[src/rtl/dcache_req_arbiter.sv]
// Round-robin arbiter sharing the data cache request/response port between two requesters.
// Define DCACHE_ARB_STATS_EN to add saturating per-requester grant counters (m0/m1_grant_cnt).
module dcache_req_arbiter #(
    parameter int WORD_SIZE   = 8,
    parameter int ADDR_LENGTH = 8
) (
    input  logic                   clk,
    input  logic                   rst_n,
    input  logic                   m0_req_valid,
    input  logic [ADDR_LENGTH-1:0] m0_req_addr,
    input  logic [WORD_SIZE-1:0]   m0_req_wdata,
    input  logic                   m0_req_write,
    input  logic [2:0]             m0_req_size,
    output logic                   m0_req_ready,
    output logic                   m0_resp_valid,
    output logic [WORD_SIZE-1:0]   m0_resp_rdata,
    input  logic                   m1_req_valid,
    input  logic [ADDR_LENGTH-1:0] m1_req_addr,
    input  logic [WORD_SIZE-1:0]   m1_req_wdata,
    input  logic                   m1_req_write,
    input  logic [2:0]             m1_req_size,
    output logic                   m1_req_ready,
    output logic                   m1_resp_valid,
    output logic [WORD_SIZE-1:0]   m1_resp_rdata,
    output logic                   c_req_valid,
    output logic [ADDR_LENGTH-1:0] c_req_addr,
    output logic [WORD_SIZE-1:0]   c_req_wdata,
    output logic                   c_req_write,
    output logic [2:0]             c_req_size,
    input  logic                   c_req_ready,
    input  logic                   c_resp_valid,
    input  logic [WORD_SIZE-1:0]   c_resp_rdata,
    output logic                   busy,
    output logic [1:0]             dbg_state,
    output logic                   owner
`ifdef DCACHE_ARB_STATS_EN
    ,
    output logic [7:0]             m0_grant_cnt,
    output logic [7:0]             m1_grant_cnt
`endif
);

    // Handshake: a request transfers on a cycle where valid and ready are both 1; the
    // requester holds valid and its fields stable until then. Responses are single-cycle pulses.
    typedef enum logic [1:0] {
        ST_IDLE  = 2'd0,
        ST_ISSUE = 2'd1,
        ST_WAIT  = 2'd2
    } state_t;

    state_t r_state, w_next_state;
    logic   r_owner, w_next_owner;
    logic   r_last_grant, w_next_last_grant;
    logic   w_done;

    always_ff @(posedge clk or negedge rst_n) begin
        if (!rst_n) begin
            r_state      <= ST_IDLE;
            r_owner      <= 1'b0;
            r_last_grant <= 1'b1;
        end else begin
            r_state      <= w_next_state;
            r_owner      <= w_next_owner;
            r_last_grant <= w_next_last_grant;
        end
    end

    always_comb begin
        w_next_state      = r_state;
        w_next_owner      = r_owner;
        w_next_last_grant = r_last_grant;
        w_done            = 1'b0;
        c_req_valid       = 1'b0;
        c_req_addr        = '0;
        c_req_wdata       = '0;
        c_req_write       = 1'b0;
        c_req_size        = '0;
        m0_req_ready      = 1'b0;
        m1_req_ready      = 1'b0;
        m0_resp_valid     = 1'b0;
        m1_resp_valid     = 1'b0;
        m0_resp_rdata     = '0;
        m1_resp_rdata     = '0;

        case (r_state)
            ST_IDLE: begin
                // On a tie the requester that did not complete last goes next.
                if (m0_req_valid && m1_req_valid) begin
                    w_next_owner = ~r_last_grant;
                    w_next_state = ST_ISSUE;
                end else if (m0_req_valid || m1_req_valid) begin
                    w_next_owner = m1_req_valid;
                    w_next_state = ST_ISSUE;
                end
            end
            ST_ISSUE: begin
                c_req_valid  = 1'b1;
                c_req_addr   = r_owner ? m1_req_addr  : m0_req_addr;
                c_req_wdata  = r_owner ? m1_req_wdata : m0_req_wdata;
                c_req_write  = r_owner ? m1_req_write : m0_req_write;
                c_req_size   = r_owner ? m1_req_size  : m0_req_size;
                m0_req_ready = ~r_owner & c_req_ready;
                m1_req_ready = r_owner & c_req_ready;
                if (c_req_ready) begin
                    if (c_resp_valid) begin
                        w_done = 1'b1;
                    end else begin
                        w_next_state = ST_WAIT;
                    end
                end
            end
            ST_WAIT: begin
                if (c_resp_valid) begin
                    w_done = 1'b1;
                end
            end
            default: begin
                w_next_state = ST_IDLE;
            end
        endcase

        if (w_done) begin
            m0_resp_valid     = ~r_owner;
            m1_resp_valid     = r_owner;
            m0_resp_rdata     = r_owner ? '0 : c_resp_rdata;
            m1_resp_rdata     = r_owner ? c_resp_rdata : '0;
            w_next_last_grant = r_owner;
            w_next_state      = ST_IDLE;
        end
    end

    assign busy      = (r_state != ST_IDLE);
    assign dbg_state = r_state;
    assign owner     = r_owner;

`ifdef DCACHE_ARB_STATS_EN
    logic [7:0] r_m0_cnt, r_m1_cnt;

    always_ff @(posedge clk or negedge rst_n) begin
        if (!rst_n) begin
            r_m0_cnt <= 8'd0;
            r_m1_cnt <= 8'd0;
        end else begin
            if (m0_req_ready && (r_m0_cnt != 8'd255)) r_m0_cnt <= r_m0_cnt + 8'd1;
            if (m1_req_ready && (r_m1_cnt != 8'd255)) r_m1_cnt <= r_m1_cnt + 8'd1;
        end
    end

    assign m0_grant_cnt = r_m0_cnt;
    assign m1_grant_cnt = r_m1_cnt;
`endif

endmodule

[config.mk]
export PLATFORM = sky130hd
export DESIGN_NAME = dcache_req_arbiter
export DESIGN_NICKNAME = d
export VERILOG_FILES = /design/src/rtl/dcache_req_arbiter.sv
export SDC_FILE = /design/constraint.sdc
export NUM_CORES = 1
export LEC_CHECK = 0
export CORE_MARGIN = 4
export CORE_UTILIZATION = 26
export CTS_CLUSTER_SIZE = 28
export DETAILED_ROUTE_END_ITERATION = 16
export GPL_TIMING_DRIVEN = 1
export PLACE_DENSITY_LB_ADDON = 0.2
export SYNTH_ARGS = -nofsm -noshare
export SYNTH_HDL_FRONTEND = slang
export SYNTH_SLANG_ARGS = --single-unit
[constraint.sdc]
create_clock -name clk -period 1.7 [get_ports clk]
set_input_delay 0.17 -clock clk [delete_from_list [all_inputs] [get_ports clk]]
set_output_delay 0.17 -clock clk [all_outputs]
set_load 0.05 [all_outputs]
==> run summary, run 1 <==
Yosys top cell area share: 25.0%
detailed-placement wirelength estimate: 3800 µm
port buffer count: 98
Stop stage: 5_1_grt
Err: [ERROR DPL-0033] detailed placement checks failed during check placement.
Starting Density: 28.0%
H-tree Lvls: 1
Root Buffer: clkbuf_4
Horiz. Die Dim: 63.5 µm
CTS buffer count: 3
FP Rows: 19
Post-synth top cells: mux2i_1, nor2b_1, and2_1, ha_1, nand2_1
clock sink count: 4
Yosys cell types: 25
Die Span Y: 63.5 µm
top cells by area, synth: mux2i_1, nor2b_1, and2_1, dfrtp_1, ha_1
Post-synth EDFFs: 0
post-synthesis cell count: 98
syn avg cell area: 8.16 µm²
largest area contributor in the synthesized netlist: mux2i_1
Synth warnings: 0
sequential area share after synthesis: 12.7%
Post-CTS Hold Buffers: 0
Area after DPL: 0.00254 mm²
most used flip-flop cell after synthesis: dfrtp_1
status: did not finish
Mapped Nets: 157
CTS Buffer Depth: 2
worst ep type: output port
post-synthesis register bit count: 4
ys async rst share: 100%
# IOs: 99
initial antenna violation count: 0
largest net degree at the start of global routing: 20
Cell Area, Synth: 800 µm²
grt repair worst endpoint: m0_resp_rdata[0]
routability cong.: 0.897
-- through the flow --
step	setup WS, ns	hold WS, ns	cells	setup TNS, ns	utilization (%)
2_1_floorplan	-0.463	-0.126	98	-6.87	-
3_3_place_gp	-0.100	0.379	236	-0.731	89.1
3_5_place_dp	-0.175	0.393	236	-1.35	89.1
4_1_cts	-0.174	0.129	243	-2.79	93.1
-- timing repair --
item                       CTS
pin swaps                    4
setup buffers                2
setup endpoints to repair   36
gates cloned                 1
gates resized for setup     17
-- logic make-up after synthesis --
kind of cell / count (synthesis) / share of synthesized area [%]
simple gates: 51 / 38.8
mux: 21 / 26.4
buf+inv: 9 / 5.48
compound gates: 8 / 8.76
fa+ha+maj: 5 / 7.82
flops: 4 / 12.7
==> run 2: changes to the inputs <==
Settings changed: CORE_AREA set to 4 4 65 67, CORE_MARGIN 4 to not set, CORE_UTILIZATION 26 to not set, CTS_CLUSTER_SIZE 28 to not set, DIE_AREA set to 0 0 69 71, PLACE_DENSITY_LB_ADDON 0.2 to 0.15.
==> run 2 against run 1 <==
The flow now finishes, with violations (negative setup slack). Synthesized cell count unchanged. Synthesized area unchanged.
==> run summary, run 2 <==
status: complete, but fails checks
failing checks: negative setup slack
critical path's largest stage delay: 0.42 ns
part of the cycle the worst path needs: 108%
DR pass1 iterations: 4
H-tree Lvls: 1
Lkg Pwr: 0.00114 µW
Critical-path top delay cell: dfrtp_2
crit path max fanout: 5
adder-cell share of the synthesized area: 7.82%
Post-synth EDFFs: 0
DP Worst Slack: -0.103 ns
placed cell count: 249
Mapped Nets: 157
main combinational cell family by area after synthesis: simple AND/OR/NAND/NOR gates
FP Rows: 22
max_slew headroom: 78.8%
DRC: 0
Non-Filler Instances: 259
final hold vios: 0
Clock Skew: 0.00620 ns
DR WL/cell: 15.7 µm
Crit path top cell by count: and2_4
antenna viol nets, final: 0
Cell Area, Synth: 800 µm²
Final #Nets: 271
post-synthesis cell count: 98
syn avg cell area: 8.16 µm²
Area after DPL: 0.00252 mm²
vias in the first global route: 1320
clock sink count: 4
Ant. Diodes: 0
initial antenna violation count: 0
design area: 0.00272 mm²
first-pass GRT wire length: 6640 µm
xor/xnor share of the synthesized area: 0%
setup TNS: -2.08 ns
Setup Viol. Count Final: 31
Core Region: 0.00363 mm²
gr usage total: 16.7%
share of layout cells above drive strength 1: 59.2%
HP Class: input pin to asynchronous set/reset pin
PD cells: 1680 mW/mm²
port buffer count: 98
sequential area share after synthesis: 12.7%
Synth warnings: 0
Max VDD drop: 1.03 mV
most frequent cells in the layout: clkdlybuf4s50_1, buf_12, nor2b_4
total power: 4570 µW
Multi-input gate area: 957 µm²
multiplexer area fraction after synthesis: 26.4%
CTS buffer count: 3
top cells by area, synth: mux2i_1, nor2b_1, and2_1, dfrtp_1, ha_1
largest net degree at the start of global routing: 17
Tightest Pin Transition: 0.313 ns
register area: 105 µm²
largest area contributor in the synthesized netlist: mux2i_1
Die Span Y: 71 µm
area grow syn2layout: 240%
Post-CTS Hold Buffers: 0
worst path required time: 1.53 ns
ys async rst share: 100%
clock transition at the registers of the reported paths: 0.04 ns
RSZ-0062 raised after global routing: true
detailed-placement wirelength estimate: 3260 µm
Yosys cell types: 25
total gr overflow: 0
Worst setup SP type: flop
WL final: 4060 µm
Starting Density: 22.0%
WP data arrival: 1.67 ns
DRT iter0 DRCs: 36
final worst slack: -0.140 ns
Worst-Skew Late Latency: 0.22 ns
fin. max-slew vios: 0
# Max-Cap Violations: 0
Root Buffer: clkbuf_8
CTS tree: done
crit-path cells: inv_2 -> ha_4 -> and2_4 -> and3_4 -> and2_4 -> buf_12
routability cong.: 0.885
Fill cells: 261
most common cell after layout, fill and taps aside: clkdlybuf4s50_1
Final min period: 1.84 ns
worst path bufs/invs: 2
Horiz. Die Dim: 69 µm
critical path class: flop to primary output
Worst setup EP type: primary output
post-synthesis register bit count: 4
max frequency: 543 MHz
Yosys top cell area share: 25.0%
CTS Buffer Depth: 2
max reg flops: 2
vias per inst: 4.54
post-synthesis compound-gate area fraction: 8.76%
Post-synth top cells: mux2i_1, nor2b_1, and2_1, ha_1, nand2_1
Vias: 1176
CP top delay family: simple AND/OR/NAND/NOR gates
die area: 0.00490 mm²
# IOs: 99
most used flip-flop cell after synthesis: dfrtp_1
Simple-Gate Fraction of Synth Area: 38.8%
==> run 2: worst paths after layout <==
kind,start,endpoint,slack (ns),cells past startpoint
max,dbg_state[0],m1_resp_rdata[6],-0.14,6
min,rst_n,dbg_state[0],0.15,1
max reg2reg,dbg_state[0],dbg_state[1],0.01,5
min reg2reg,r_last_grant,r_last_grant,0.50,2
max in group asynchronous,rst_n,r_last_grant,1.31,1
min in group clk,r_last_grant,r_last_grant,0.50,2
==> run 2: final cells by class <==
| class | instances | share of cell area [%] |
|---|---|---|
| timing repair buffer | 114 | 56.5 |
| clock buffer | 4 | 1.66 |
| sequential | 4 | 3.87 |
| tap | 48 | 2.21 |
| multi-input combinational | 86 | 35.2 |
| inverter | 3 | 0.506 |
==> run 2: cell families after synthesis <==
| family | count (synthesis) |
|---|---|
| simple gates | 51 |
| compound gates | 8 |
| mux | 21 |
| buf+inv | 9 |
| fa+ha+maj | 5 |
| flops | 4 |
==> run 2: metal layers <==
metal | up-vias | track usage, % | wire (µm) | part of all wire (%)
li1 | 559 | - | - | -
met1 | 543 | 17.2 | 1450 | 36
met2 | 68 | 32.5 | 2230 | 55
met3 | 6 | 5.26 | 314 | 7.7
met4 | 0 | 4.34 | 65 | 1.6
met5 | - | 0 | 0 | 0
==> run 2: where the power goes <==
group          total (µW)  switching (µW)  internal (µW)
logic                4120            2060           2060
registers             227            69.5            157
clock network         221            59.8            161
total                4570            2190           2380
==> run 2: per-stage QoR <==
step           hold WS, ns  utilization [%]
4_1_cts              0.150             74.8
3_3_place_gp         0.387             69.4
5_1_grt              0.171             74.8
3_5_place_dp         0.389             69.4
6_report             0.148             74.8
2_1_floorplan       -0.126                -
==> run 2: timing repair <==
item,in CTS,in global routing
gates resized for setup,16,11
hold endpoints to repair,0,0
pin swaps,4,12
buffers inserted,7,2
endpoints found under the setup margin,25,40
gates cloned,2,0
No activity file was read; power rests on OpenSTA's default activity.
==> run 3: changes to the inputs <==
Settings changed: HOLD_SLACK_MARGIN set to 0.02.
==> results of run 3 <==
Final layout, timing and power as in run 2 (identical DEF).
==> run 4: changes to the inputs <==
Settings changed: CTS_CLUSTER_SIZE set to 25.
==> results of run 4 <==
Final layout, timing and power as in run 2 (identical DEF).
